--- config.mk ---
export PLATFORM = sky130hd
export DESIGN_NAME = regfile_arb
export DESIGN_NICKNAME = d
export VERILOG_FILES = /design/src/rtl/regfile_pkg.sv /design/src/rtl/regfile_arb_rr_arb2.sv /design/src/rtl/regfile_arb.sv
export SDC_FILE = /design/constraint.sdc
export NUM_CORES = 1
export LEC_CHECK = 0
export BUFFER_PORTS_ARGS = -buffer_cell sky130_fd_sc_hd__buf_4
export CAP_MARGIN = 40
export CELL_PAD_IN_SITES_DETAIL_PLACEMENT = 1
export CELL_PAD_IN_SITES_GLOBAL_PLACEMENT = 1
export CORE_ASPECT_RATIO = 0.75
export CORE_UTILIZATION = 30
export CTS_CLUSTER_DIAMETER = 40
export DETAILED_ROUTE_END_ITERATION = 6
export PLACE_DENSITY = 0.7
export SKIP_LAST_GASP = 1
export SLEW_MARGIN = 40
export SYNTH_ARGS = -nofsm -noshare
export SYNTH_HDL_FRONTEND = slang
export SYNTH_SLANG_ARGS = --single-unit
--- constraint.sdc ---
create_clock -name clk -period 2.2 [get_ports clk]
set_clock_uncertainty 0.05 [all_clocks]
set_input_delay 0.11 -clock clk [delete_from_list [all_inputs] [get_ports clk]]
set_output_delay 0.11 -clock clk [all_outputs]
set_load 0.03 [all_outputs]
--- src/rtl/regfile_pkg.sv ---
// Shared constants and types for the register-file write arbiter.
package regfile_pkg;

    localparam int unsigned REG_AW     = 3;
    localparam int unsigned DATA_W_MAX = 64;

    localparam logic [REG_AW-1:0] REG_ZERO = 3'd0;
    localparam logic [REG_AW-1:0] REG_PC   = 3'd7;

    // Data is carried at the widest supported width; users slice down to DW.
    typedef struct packed {
        logic [REG_AW-1:0]     addr;
        logic [DATA_W_MAX-1:0] data;
    } wr_req_t;

    typedef enum logic {
        REQ_0 = 1'b0,
        REQ_1 = 1'b1
    } req_id_e;

endpackage

--- src/rtl/regfile_arb_rr_arb2.sv ---
// Two-way round-robin grant; priority moves to the other requester after each completed transfer.
module rr_arb2
    import regfile_pkg::*;
(
    input  logic       clk,
    input  logic       reset,
    input  logic [1:0] req,
    input  logic       advance,
    output logic [1:0] gnt
);

    req_id_e prio_q, prio_d;

    // NOTE: every combinational output gets a default first so no path can infer a latch.
    always_comb begin
        gnt = 2'b00;
        case (req)
            2'b01:   gnt = 2'b01;
            2'b10:   gnt = 2'b10;
            2'b11:   gnt = (prio_q == REQ_1) ? 2'b10 : 2'b01;
            default: gnt = 2'b00;
        endcase
    end

    always_comb begin
        prio_d = prio_q;
        if (advance) begin
            prio_d = gnt[1] ? REQ_0 : REQ_1;
        end
    end

    // NOTE: state registers use non-blocking assignments so all flops update together.
    always_ff @(posedge clk or negedge reset) begin
        if (!reset) begin
            prio_q <= REQ_0;
        end else begin
            prio_q <= prio_d;
        end
    end

endmodule

--- src/rtl/regfile_arb.sv ---
// Arbitrates two register-file write requesters and issues deferred PC (R7) increments.
module regfile_arb
    import regfile_pkg::*;
#(
    parameter int unsigned DW       = 16,
    parameter int unsigned PEND_MAX = 3
) (
    input  logic          clk,
    input  logic          reset,
    input  logic          req0_valid,
    input  logic [2:0]    req0_addr,
    input  logic [DW-1:0] req0_data,
    output logic          req0_ready,
    input  logic          req1_valid,
    input  logic [2:0]    req1_addr,
    input  logic [DW-1:0] req1_data,
    output logic          req1_ready,
    input  logic          hold,
    input  logic          pc_inc_req,
    output logic [2:0]    regws,
    output logic [DW-1:0] regw,
    output logic          we,
    output logic          incr_pc,
    output logic [1:0]    pc_pend
);

    localparam logic [2:0] PEND_LIM3 = 3'(PEND_MAX);
    localparam logic [1:0] PEND_LIM2 = 2'(PEND_MAX);

    logic [1:0]    req_vec, gnt;
    logic          xfer, jump;
    wr_req_t       req0_w, req1_w, sel_w;
    logic          unused_sel_data;

    logic          we_q, we_d;
    logic          incr_q, incr_d;
    logic [2:0]    regws_q, regws_d;
    logic [DW-1:0] regw_q, regw_d;
    logic [1:0]    pend_q, pend_d;
    logic [2:0]    pend_sum;
    logic [1:0]    pend_sat;

    // Grants are masked combinationally so ready is low during stall and reset.
    assign req_vec = {req1_valid, req0_valid} & {2{~hold & reset}};

    rr_arb2 u_rr (
        .clk     (clk),
        .reset   (reset),
        .req     (req_vec),
        .advance (xfer),
        .gnt     (gnt)
    );

    assign req0_ready = gnt[0];
    assign req1_ready = gnt[1];
    assign xfer       = |gnt;

    always_comb begin
        req0_w      = '0;
        req0_w.addr = req0_addr;
        req0_w.data = DATA_W_MAX'(req0_data);
        req1_w      = '0;
        req1_w.addr = req1_addr;
        req1_w.data = DATA_W_MAX'(req1_data);
        sel_w       = gnt[1] ? req1_w : req0_w;
    end

    assign unused_sel_data = ^sel_w.data;
    assign jump            = xfer && (sel_w.addr == REG_PC);

    always_comb begin
        we_d    = xfer && (sel_w.addr != REG_ZERO);
        regws_d = regws_q;
        regw_d  = regw_q;
        if (we_d) begin
            regws_d = sel_w.addr;
            regw_d  = sel_w.data[DW-1:0];
        end
    end

    // A same-cycle request joins the pending count before one increment is taken out.
    always_comb begin
        pend_sum = {1'b0, pend_q} + {2'b00, pc_inc_req};
        pend_sat = (pend_sum > PEND_LIM3) ? PEND_LIM2 : pend_sum[1:0];
        incr_d   = 1'b0;
        pend_d   = pend_q;
        if (jump) begin
            pend_d = 2'd0;
        end else if (hold) begin
            pend_d = pend_sat;
        end else if (pend_sat != 2'd0) begin
            incr_d = 1'b1;
            pend_d = pend_sat - 2'd1;
        end
    end

    always_ff @(posedge clk or negedge reset) begin
        if (!reset) begin
            we_q    <= 1'b0;
            incr_q  <= 1'b0;
            regws_q <= '0;
            regw_q  <= '0;
            pend_q  <= '0;
        end else begin
            we_q    <= we_d;
            incr_q  <= incr_d;
            regws_q <= regws_d;
            regw_q  <= regw_d;
            pend_q  <= pend_d;
        end
    end

    assign we      = we_q;
    assign incr_pc = incr_q;
    assign regws   = regws_q;
    assign regw    = regw_q;
    assign pc_pend = pend_q;

endmodule

# ---- Word level (Yosys, flattened, before mapping)
# Index checks and enable logic that the tools add are counted.
dict set report classes {
  bitwise 3
  n_eq_ne 4
  reduce_logical 6
  magnitude_cmp 1
  n_addsub 2
  n_mux 11
}
# op count
set op_table {}
lappend op_table {{67-bit two-way mux} 1}
lappend op_table {{2-bit two-way mux} 5}
lappend op_table {{2-bit case mux with 3 select lines} 1}
lappend op_table {{3-bit nonzero test} 2}
lappend op_table {{2-bit == test, second input constant} 2}
lappend op_table {{1-bit two-way mux} 4}
lappend op_table {{2-bit by 1-bit adder with 3-bit output} 1}
lappend op_table {{3-bit == test, second input constant} 1}
lappend op_table {{3-bit by 2-bit greater-than comparator with 1-bit output, second input constant} 1}
lappend op_table {{2-bit bitwise AND} 1}
lappend op_table {{2-bit by 1-bit == test with 1-bit output, second input constant} 1}
lappend op_table {{1-bit logical AND} 2}
lappend op_table {{2-bit nonzero test} 1}
lappend op_table {{2-bit OR reduction} 1}
lappend op_table {{2-bit by 1-bit subtractor with 2-bit output, second input constant} 1}
lappend op_table {{1-bit bitwise AND} 1}
lappend op_table {{1-bit NOT} 1}
dict set report word_totals {
  in_bits 44
  reg_bits 24
  wordCells 33
  out_inout_bits 25
}

# ---- Longest topological paths before layout
# Gate-level depths: netlist of run 1.
dict set report logic_depth {
  word_depth 9
  ltp_mapped 7
  depth_no_buf 6
}

# ---- Hierarchy
# From an unflattened synthesis of run 1, not the netlist that was laid out.
dict set report hier_totals {
  hier_cells 98
  hier_area_um2 1288.7
}
# module area_each_um2 seq_area_each_um2 cells_each n_inst
set by_module_without_submodules {}
lappend by_module_without_submodules {regfile_arb 1232.4 575.6 92 1}
lappend by_module_without_submodules {rr_arb2 56.3 25.0 6 1}

# ---- Worst setup path before layout of run 1
# Ideal clock, no wire load.
dict set report synth_path {
  path_type {reg2reg}
  from {reg u_rr.prio_q}
  to {reg regw_q[10], in the netlist regw[10]}
  t_arrival_ns 1.694
  stages_incl_launch_ff 6
  setup_ns 0.125
  synth_period_minus_slack_ns 1.869
  t_required_ns 2.025
  path_buffers 1
  slack_ns 0.331
  path_cell_list {dfrtp_1 nor2b_1 nand2b_2 clkbuf_1 mux2_2 mux2_2}
}
dict set report synth_between {
  elab_chain_len 5
  word_cells_on_any_way 6
  classes_between {mux (3); reduce/logical (3)}
}
# item line_no
set synth_lines {}
lappend synth_lines {{start: declaration} regfile_arb_rr_arb2.sv:12} ;# req_id_e prio_q, prio_d;
lappend synth_lines {{start signal: assignment} regfile_arb_rr_arb2.sv:37} ;# prio_q <= prio_d;
lappend synth_lines {{2-bit two-way mux (*)} regfile_arb_rr_arb2.sv:20} ;# 2'b11: gnt = (prio_q == REQ_1) ? 2'b10 : 2'b01;
lappend synth_lines {{2-bit case mux with 3 select lines (*)} regfile_arb_rr_arb2.sv:17} ;# case (req)
lappend synth_lines {{67-bit two-way mux} regfile_arb.sv:65} ;# sel_w = gnt[1] ? req1_w : req0_w;
lappend synth_lines {{3-bit nonzero test} regfile_arb.sv:72} ;# we_d = xfer && (sel_w.addr != REG_ZERO);
lappend synth_lines {{1-bit logical AND} regfile_arb.sv:72}
lappend synth_lines {{end signal: assignment} regfile_arb.sv:108} ;# regw_q <= regw_d;
lappend synth_lines {{end: declaration} regfile_arb.sv:38} ;# logic [DW-1:0] regw_q, regw_d;
# Mark *: on every way between the ends. The rest lies on a longest branch, timed or not.
# A chain may end at the register's enable or synchronous reset.

# ---- Final worst setup path of run 1
dict set report layout_path {
  from {in reset}
  to {reg regw_q[11], in the netlist regw[11]}
}
dict set report layout_between {
  elab_chain_len 7
  word_cells_on_any_way 10
  classes_between {eq/ne (3); mux (2); bitwise (2); reduce/logical (3)}
}
# item line_no
set layout_lines {}
lappend layout_lines {{start: declaration} regfile_arb.sv:9} ;# input logic reset,
lappend layout_lines {{1-bit bitwise AND (*)} regfile_arb.sv:44} ;# assign req_vec = {req1_valid, req0_valid} & {2{~hold & reset}};
lappend layout_lines {{2-bit bitwise AND (*)} regfile_arb.sv:44}
lappend layout_lines {{2-bit == test / 2-bit by 1-bit == test with 1-bit output (equally long branches)} regfile_arb_rr_arb2.sv:17}
lappend layout_lines {{2-bit case mux with 3 select lines (*)} regfile_arb_rr_arb2.sv:17}
lappend layout_lines {{67-bit two-way mux} regfile_arb.sv:65}
lappend layout_lines {{3-bit nonzero test} regfile_arb.sv:72}
lappend layout_lines {{1-bit logical AND} regfile_arb.sv:72}
# Marked as above.

==> results of run 1 <==
## worst reg2reg max path, delay by kind of cell, from the launching register on
family | cells | cell delay, ns
mux | 1 | 0.35
buf+inv | 2 | 0.41
flops | 1 | 0.40
simple gates | 2 | 0.30
compound gates | 1 | 0.27
## registers in the layout, indices dropped and copies added (netlist names)
register,flops
incr_pc,1
pc_pend,2
regw,16
regws,3
u_rr.prio_q,1
we,1
## path summary, 6_finish.rpt
| path | depth (start not counted) | end | slack [ns] | startpoint |
|---|---|---|---|---|
| min reg2reg | 1 | regw[5] | 0.46 | regw[5] |
| min | 2 | incr_pc | 0.03 | hold |
| max reg2reg | 6 | regw[11] | 0.32 | u_rr.prio_q |
| min in group asynchronous | 2 | u_rr.prio_q | 0.12 | reset |
| max in group asynchronous | 3 | regw[0] | 1.51 | reset |
| max | 8 | regw[11] | 0.23 | reset |
## cell families after synthesis
family,after synthesis
and+or+nand+nor,18
adders and majority gates,2
muxes,36
DFF,24
AOI/OAI and AO/OA,14
buffers and inverters,9
## metal layers
layer	wire [µm]	part of all wire	vias up
li1	-	-	524
met1	1517	0.45	535
met2	1638	0.48	35
met3	184	0.054	6
met4	65	0.019	0
met5	0	0	-
## metrics by stage
stage                       util  instance area, µm²
after floorplan                -                1313
after global placement    0.4600                1899
after detailed placement  0.4600                1899
after CTS                 0.4758                1964
after global routing      0.4758                1964
final                     0.4758                1964
## power groups by stage
stage          logic (mW)  registers, mW  clock network (mW)
6_report            0.710          0.606               0.304
5_1_grt             0.761          0.623               0.337
4_1_cts             0.720          0.608               0.316
3_5_place_dp        0.715          0.616                   0
3_3_place_gp        0.692          0.610                   0
2_1_floorplan       0.230          0.805                   0
## cells in the final DEF, fill, tap and decap left out, drive strengths merged
master	n
nand3b	1
a21oi	3
o21ai	2
o2111ai	1
mux2	32
clkbuf	4
mux2i	4
nand2b	1
nor2	5
nor2b	3
o22ai	3
or3	1
dfrtp	24
ha	2
a221oi	2
nand3	1
nand2	2
nor3	3
and3b	1
inv	5
a211oi	3
dlygate4sd3	1
buf	72
## layout make-up
type,instances,area (µm²),share of cell area
Sequential cell,24,600.6,0.3057
Tap cell,55,68.82,0.03503
Inverter,5,18.77,0.009554
Timing Repair Buffer,73,563.0,0.2866
Clock buffer,4,55.05,0.02803
Multi-Input combinational cell,70,658.1,0.3350
==> metrics, run 1 <==
cell family with most CP delay buffers and inverters; Net Sw Frac 0.3630; busiest grt layer met2; leading area contributor after synthesis dfrtp_1; Adder-Cell Fraction of Synth Area 0.01907; mapped cell area 0.001313 mm²; # port buffers 68; fmax 507.6 MHz; grt met3 use 0.03538; DR vias 1100; PwrDens 824.6 mW/mm²; dpl cells 226; crit path DAT 2.08 ns; total gr overflow 0; non-filler cells, final 231; CP Cell Sequence dlygate4sd3_1 > buf_4 > and3b_1 > nand2b_2 > buf_12 > a221oi_4 > buf_4 > mux2_2; final worst path period share 0.8955; first-pass GRT wire length 5623 µm; count leader, synth mux2_2; WL/cell 14.74 µm; Post-DP HPWL 2729 µm; post-synth cell types 27; core area 0.004129 mm²; Clock Latency Late Sink 0.27 ns; hold buffers post-CTS 1; GR Layer Usage met1 0.2013; TNS Setup 0 ns; maximum capacitance violations 0; layout filler cell count 460; Die H 59.28 µm; Clock power frac 0.188; layout cells sized above 1 0.6250; largest family of logic cells by synthesized area multiplexers; CP max stage delay 0.53 ns; worst hold path type in -> reg; CP required 2.31 ns; Tightest Pin Transition 0.5831 ns; Die Outline Area 0.004646 mm²; H-tree depth 1; kind of critical path in -> reg; Die W 78.38 µm; # DRC 0; CTS sink count 24; met2 usage in global routing 0.2682; Compound-Gate Fraction of Synth Area 0.08389; CP startpoint kind input pin; Reg clk slew, reported paths 0.08 ns; Final setup viols 0; peak supply drop 0.2886 mV; Async SR Flop Fraction 1.000; RSZ-0062 raised after global routing no; Rows 20; CP Capture Type flop; Synth Area in XOR/XNOR 0; final hold violations 0; leading cell types by count after synthesis mux2_2 (25), dfrtp_1 (24), mux2_4 (7), inv_1 (5), nor2_1 (5); GRT Util Overall 0.1602; proportion of synthesized area in mux cells 0.3251; static leakage 0.9527 nW; Syn. warnings 0; Diodes inserted 0; first-pass iteration count of the detailed router 4; setup repair bufs after CTS 0; CP dominant cell by count buf_4; TritonCTS Buffers 3; slowest CP cell dlygate4sd3_1; Initial DRC Count 15; final total power 1.620 mW; pin count of the biggest net entering global routing 24; maximum buffer depth of the clock tree 2; Synth area leaders dfrtp_1 (46%), mux2_2 (21%), mux2_4 (8.0%), mux2i_1 (3.1%), a221oi_4 (2.0%); IO Count 69; Combinational Power Share 0.438; initial core utilization 0.3179; Seq pwr share 0.374; Cells after Synth 103; CTS tree built; register bit total from synthesis 24; min Tclk post-route 1.970 ns; RePlAce Congestion 0.7219; syn_nets 149; Placement Setup Slack 0.3460 ns; DRT antenna net count 0; total length of routed wires 3406 µm; Buf+Inv Stages, Crit Path 4; Min Hold Slack 0.02524 ns; max_slew headroom 0.6087; Synth top area share 0.4576; Resized cells post-CTS 0; Post-synth top flop dfrtp_1; internal power 1.032 mW; vias in the first global route 1154; EDFF count, synth 0; outcome finished, final reports clean; Root Driver clkbuf_8; Area Overhead vs Synth 49.67%; final setup margin 0.2300 ns; fin nets 223; antenna violations before repair 0; P_sw 0.5881 mW; sequential area share after synthesis 0.4576; Simple-Gate Fraction of Synth Area 0.07340; CP Max Fanout 21; Pins Over Slew Limit 0; average cell area after synthesis 12.74 µm²; Vias per Instance 4.762
Power figures use the tool's default switching activity.
==> inputs of run 2 (changes only) <==
--- a/config.mk
+++ b/config.mk
@@ -13,7 +13,7 @@
 export CORE_UTILIZATION = 30
 export CTS_CLUSTER_DIAMETER = 40
 export DETAILED_ROUTE_END_ITERATION = 6
-export PLACE_DENSITY = 0.7
+export PLACE_DENSITY_LB_ADDON = 0.1
 export SKIP_LAST_GASP = 1
 export SLEW_MARGIN = 40
 export SYNTH_ARGS = -nofsm -noshare
==> metrics, run 2 (synthesis results as in run 1) <==
Layout Cell Area excl Fill 0.001959 mm²; FF-to-FF setup slack 0.26 ns; leading cell types in the layout, fill and taps excluded buf_4 (73), mux2_2 (25), dfrtp_1 (24); Worst Setup SP reset; Initial DRC Count 14; DR vias 1079; Die H 59.28 µm; Final setup viols 0; Tightest Pin Transition 0.5943 ns; HP Start hold; CP required 2.04 ns; final worst path period share 0.9203; CTS sink count 24; total gr overflow 0; core area 0.004129 mm²; most common cell after layout, fill and taps aside buf_4; Die W 78.38 µm; Root Driver clkbuf_8; Reg-to-Reg End regw[3]; layout cells sized above 1 0.6271; Die Outline Area 0.004646 mm²; Post-DP HPWL 2710 µm; first-pass iteration count of the detailed router 4; non-filler cells, final 232; CP Capture Type primary output; WL/cell 14.63 µm; final hold violations 0; outcome finished, final reports clean; CP startpoint kind input pin; fin nets 224; Clock Latency Late Sink 0.26 ns; pin count of the biggest net entering global routing 20; setup repair bufs after CTS 0; TNS Setup 0 ns; TritonCTS Buffers 3; maximum capacitance violations 0; total length of routed wires 3394 µm; antenna violations before repair 0; worst reg2reg path depth 5; Area Overhead vs Synth 49.29%; first-pass GRT wire length 5423 µm; CP Max Fanout 19; R2R Path Start u_rr.prio_q; Diodes inserted 0; H-tree depth 1; crit path to req1_ready; DRT antenna net count 0; GRT Util Overall 0.1547; IO Count 69; crit path DAT 1.86 ns; # port buffers 68; max_slew headroom 0.6011; static leakage 0.9508 nW; vias in the first global route 1150; worst hold path type in -> reg; layout filler cell count 452; initial core utilization 0.3179; fmax 493.9 MHz; placed inst area 0.001894 mm²; RSZ-0062 raised after global routing no; dpl cells 227; Pins Over Slew Limit 0; Rows 20; CTS tree built; maximum buffer depth of the clock tree 2; kind of critical path in -> out; Placement Setup Slack 0.2713 ns; min Tclk post-route 2.025 ns; final setup margin 0.1753 ns; Reg clk slew, reported paths 0.08 ns; peak supply drop 0.3102 mV; max FFs per register 16; # DRC 0; Vias per Instance 4.651; PwrDens 821.4 mW/mm²; Min Hold Slack 0.02706 ns; RePlAce Congestion 0.7112
## run 2: cell types whose count changed in the layout (fill, tap and decap cells not counted)
cell	change
buf_12	-1
buf_4	+2
## run 2: metal layers
layer  part of all wire  track usage  up-vias
li1                   -            -      523
met1               0.46       0.2021      518
met2               0.47       0.2607       36
met3              0.057      0.04154        2
met4             0.0047      0.03175        0
met5                  0            0        -
## run 2: stage by stage
stage / power (mW) / utilization
after floorplan: 1.035 / -
after global placement: 1.306 / 0.4588
after detailed placement: 1.328 / 0.4588
after CTS: 1.640 / 0.4745
after global routing: 1.708 / 0.4745
final: 1.609 / 0.4745
## run 2: worst min path at each step
stage	to	slack (ns)	cells past startpoint
finish	incr_pc	0.03	2
global route	incr_pc	0.03	2
CTS	incr_pc	0.02	2
detailed placement	incr_pc	-0.08	1
global placement	incr_pc	-0.09	1
floorplan	incr_pc	-0.24	0
## run 2: cell type report
cell class	count	area (µm²)	area share
Clock buffer	4	55.05	0.02810
Tap cell	55	68.82	0.03512
Inverter	5	18.77	0.009579
Multi-Input combinational cell	70	658.1	0.3359
Timing Repair Buffer	74	558.0	0.2848
Sequential cell	24	600.6	0.3065
## run 2: timing repair
| action | in CTS | in global routing |
|---|---|---|
| setup endpoints to repair | 0 | 0 |
| endpoints found under the hold margin | 24 | 0 |
| gates resized for setup | 0 | 0 |
| hold buffers | 1 | 0 |
## run 2: worst max-delay path, stage by stage
cell	delay, ns
dlygate4sd3_1	0.53
buf_4	0.20
and3b_1	0.22
nand2b_2	0.11
buf_4	0.28
buf_4	0.17
inv_1	0.06
buf_4	0.17
## run 2: power breakdown
group / leakage, nW / switching, mW / total [mW] / internal, mW
registers: 0.284 / 0.0690 / 0.613 / 0.544
clock network: 0.0288 / 0.138 / 0.298 / 0.160
logic: 0.638 / 0.373 / 0.699 / 0.327
total: 0.951 / 0.580 / 1.61 / 1.03
==> inputs of run 3 (changes only) <==
--- a/config.mk
+++ b/config.mk
@@ -13,9 +13,10 @@
 export CORE_UTILIZATION = 30
 export CTS_CLUSTER_DIAMETER = 40
 export DETAILED_ROUTE_END_ITERATION = 6
-export PLACE_DENSITY_LB_ADDON = 0.1
+export PLACE_DENSITY = 0.8
 export SKIP_LAST_GASP = 1
 export SLEW_MARGIN = 40
 export SYNTH_ARGS = -nofsm -noshare
 export SYNTH_HDL_FRONTEND = slang
+export SYNTH_HIERARCHICAL = 1
 export SYNTH_SLANG_ARGS = --single-unit
==> metrics, run 3 <==
maximum capacitance violations 0; syn_nets 144; Cells after Synth 98; total length of routed wires 3501 µm; mapped cell area 0.001289 mm²; Post-synth top flop dfrtp_1; layout filler cell count 452; leading area contributor after synthesis dfrtp_1; outcome finished, final reports clean; H-tree depth 1; Area Overhead vs Synth 51.46%; average cell area after synthesis 13.15 µm²; IO Count 69; Reg-to-Reg End regw[13]; final setup margin 0.2535 ns; GRT Util Overall 0.1619; min Tclk post-route 1.946 ns; Placement Setup Slack 0.1669 ns; Root Driver clkbuf_8; leading cell types in the layout, fill and taps excluded buf_4 (71), mux2_2 (26), dfrtp_1 (24); Pins Over Slew Limit 0; max FFs per register 16; Synth top area share 0.4660; non-filler cells, final 227; vias in the first global route 1191; Detail Route met3 WL 199 µm; Clock Latency Late Sink 0.27 ns; CP Capture Type flop; first-pass GRT wire length 5582 µm; R2R Path Start u_rr/prio_q; leading cell types by count after synthesis mux2_2 (26), dfrtp_1 (24), mux2_4 (7), nor2_1 (6), a21oi_1 (4); hold path depth 2; CP startpoint kind flop; RePlAce Congestion 0.9072; Syn. warnings 6; TNS Setup 0 ns; HP Start hold; Tightest Pin Transition 0.5650 ns; CTS tree built; Die Outline Area 0.004564 mm²; Final setup viols 0; CP Max Fanout 19; final worst path period share 0.8848; Rows 20; first-pass iteration count of the detailed router 4; dpl cells 221; Post-DP HPWL 2818 µm; setup repair bufs after CTS 0; peak supply drop 0.2942 mV; core area 0.004079 mm²; Die W 77.68 µm; layout cells sized above 1 0.6686; register bit total from synthesis 24; kind of critical path reg -> reg; sequential area share after synthesis 0.4660; fmax 513.8 MHz; Initial DRC Count 28; CTS sink count 24; # DRC 0; EDFF count, synth 0; highest metal used met4; Min Hold Slack 0.03990 ns; Diodes inserted 0; antenna violations before repair 0; most common cell after layout, fill and taps aside buf_4; DR vias 1090; pin count of the biggest net entering global routing 20; Hold Path Sink pc_pend[0]; length of routed met2 wiring 1790 µm; Reg clk slew, reported paths 0.09 ns; # port buffers 68; post-synth cell types 28; Synth area leaders dfrtp_1 (47%), mux2_2 (23%), mux2_4 (8.2%), a221oi_4 (2.0%), ha_1 (1.9%); CP required 2.31 ns; PwrDens 891.0 mW/mm²; TritonCTS Buffers 3; Vias per Instance 4.802; maximum buffer depth of the clock tree 2; DRT antenna net count 0; fin nets 219; FF-to-FF setup slack 0.25 ns; placed inst area 0.001877 mm²; count leader, synth mux2_2; WL/cell 15.42 µm; worst hold path type in -> reg; final hold violations 0; static leakage 0.9459 nW; final total power 1.739 mW; worst reg2reg path depth 7; RSZ-0062 raised after global routing no; initial core utilization 0.3160; Async SR Flop Fraction 1.000; Routed met1 length 1475 µm; crit path DAT 2.06 ns; Layout Cell Area excl Fill 0.001952 mm²; total gr overflow 0; Die H 58.76 µm; Core Util, Final 0.4785; max_slew headroom 0.6221
[run 3: changes by cell type after synthesis, sizes merged, moves of 3 or more]
cell	delta
inv	-3
o22ai	-3
a211oi	-3
mux2i	-4
[run 3: worst max-delay path by stage]
stage,startpoint,endpoint,depth (start not counted)
6_report,u_rr/prio_q,regw[13],7
5_1_grt,u_rr/prio_q,regw[13],7
4_1_cts,u_rr/prio_q,regw[13],7
3_5_place_dp,reset,regws[2],8
3_3_place_gp,reset,regw[15],9
2_1_floorplan,u_rr/prio_q,regw[10],8
[run 3: final cells by class]
type,instances,area (µm²),area share
multi-input combinational,68,646.9,0.3314
sequential,24,600.6,0.3077
clock buffer,4,55.05,0.02821
inverter,2,7.507,0.003846
timing repair buffer,74,573.1,0.2936
tap,55,68.82,0.03526
[run 3: logic make-up (layout without fill, tap and decap cells)]
family                   count (synthesis)  after routing  synth area share
AO/OA/AOI/OAI                           15             15           0.09613
adder cells (fa/ha/maj)                  2              2           0.01941
buffers and inverters                    6             80           0.03204
flip-flops                              24             24            0.4660
multiplexers                            33             33            0.3087
AND/OR/NAND/NOR                         18             18           0.07767
[run 3: power by group]
part,internal [mW],leakage [nW],total [mW],switching (mW)
Combinational,0.379,0.635,0.808,0.429
Sequential,0.557,0.282,0.632,0.0750
Clock,0.160,0.0288,0.299,0.139
Total,1.10,0.946,1.74,0.644
[run 3: layer usage]
metal	GRT usage	vias up
met1	0.1913	533
met4	0.04582	0
met2	0.2946	45
li1	-	508
met5	0	-
met3	0.04186	4
[run 3: worst max-delay path: stages, from the launching register on]
cell and delay, ns:
dfrtp_1 0.40, nand2b_1 0.16, and2_2 0.28, o21ai_2 0.09
o21ai_2 0.09, a221oi_4 0.23, buf_12 0.21, mux2_2 0.35
[run 3: what timing repair did]
| action | CTS | global route |
|---|---|---|
| hold buffers | 1 | 1 |
| hold endpoints to repair | 24 | 1 |
| gates resized for setup | 0 | 0 |
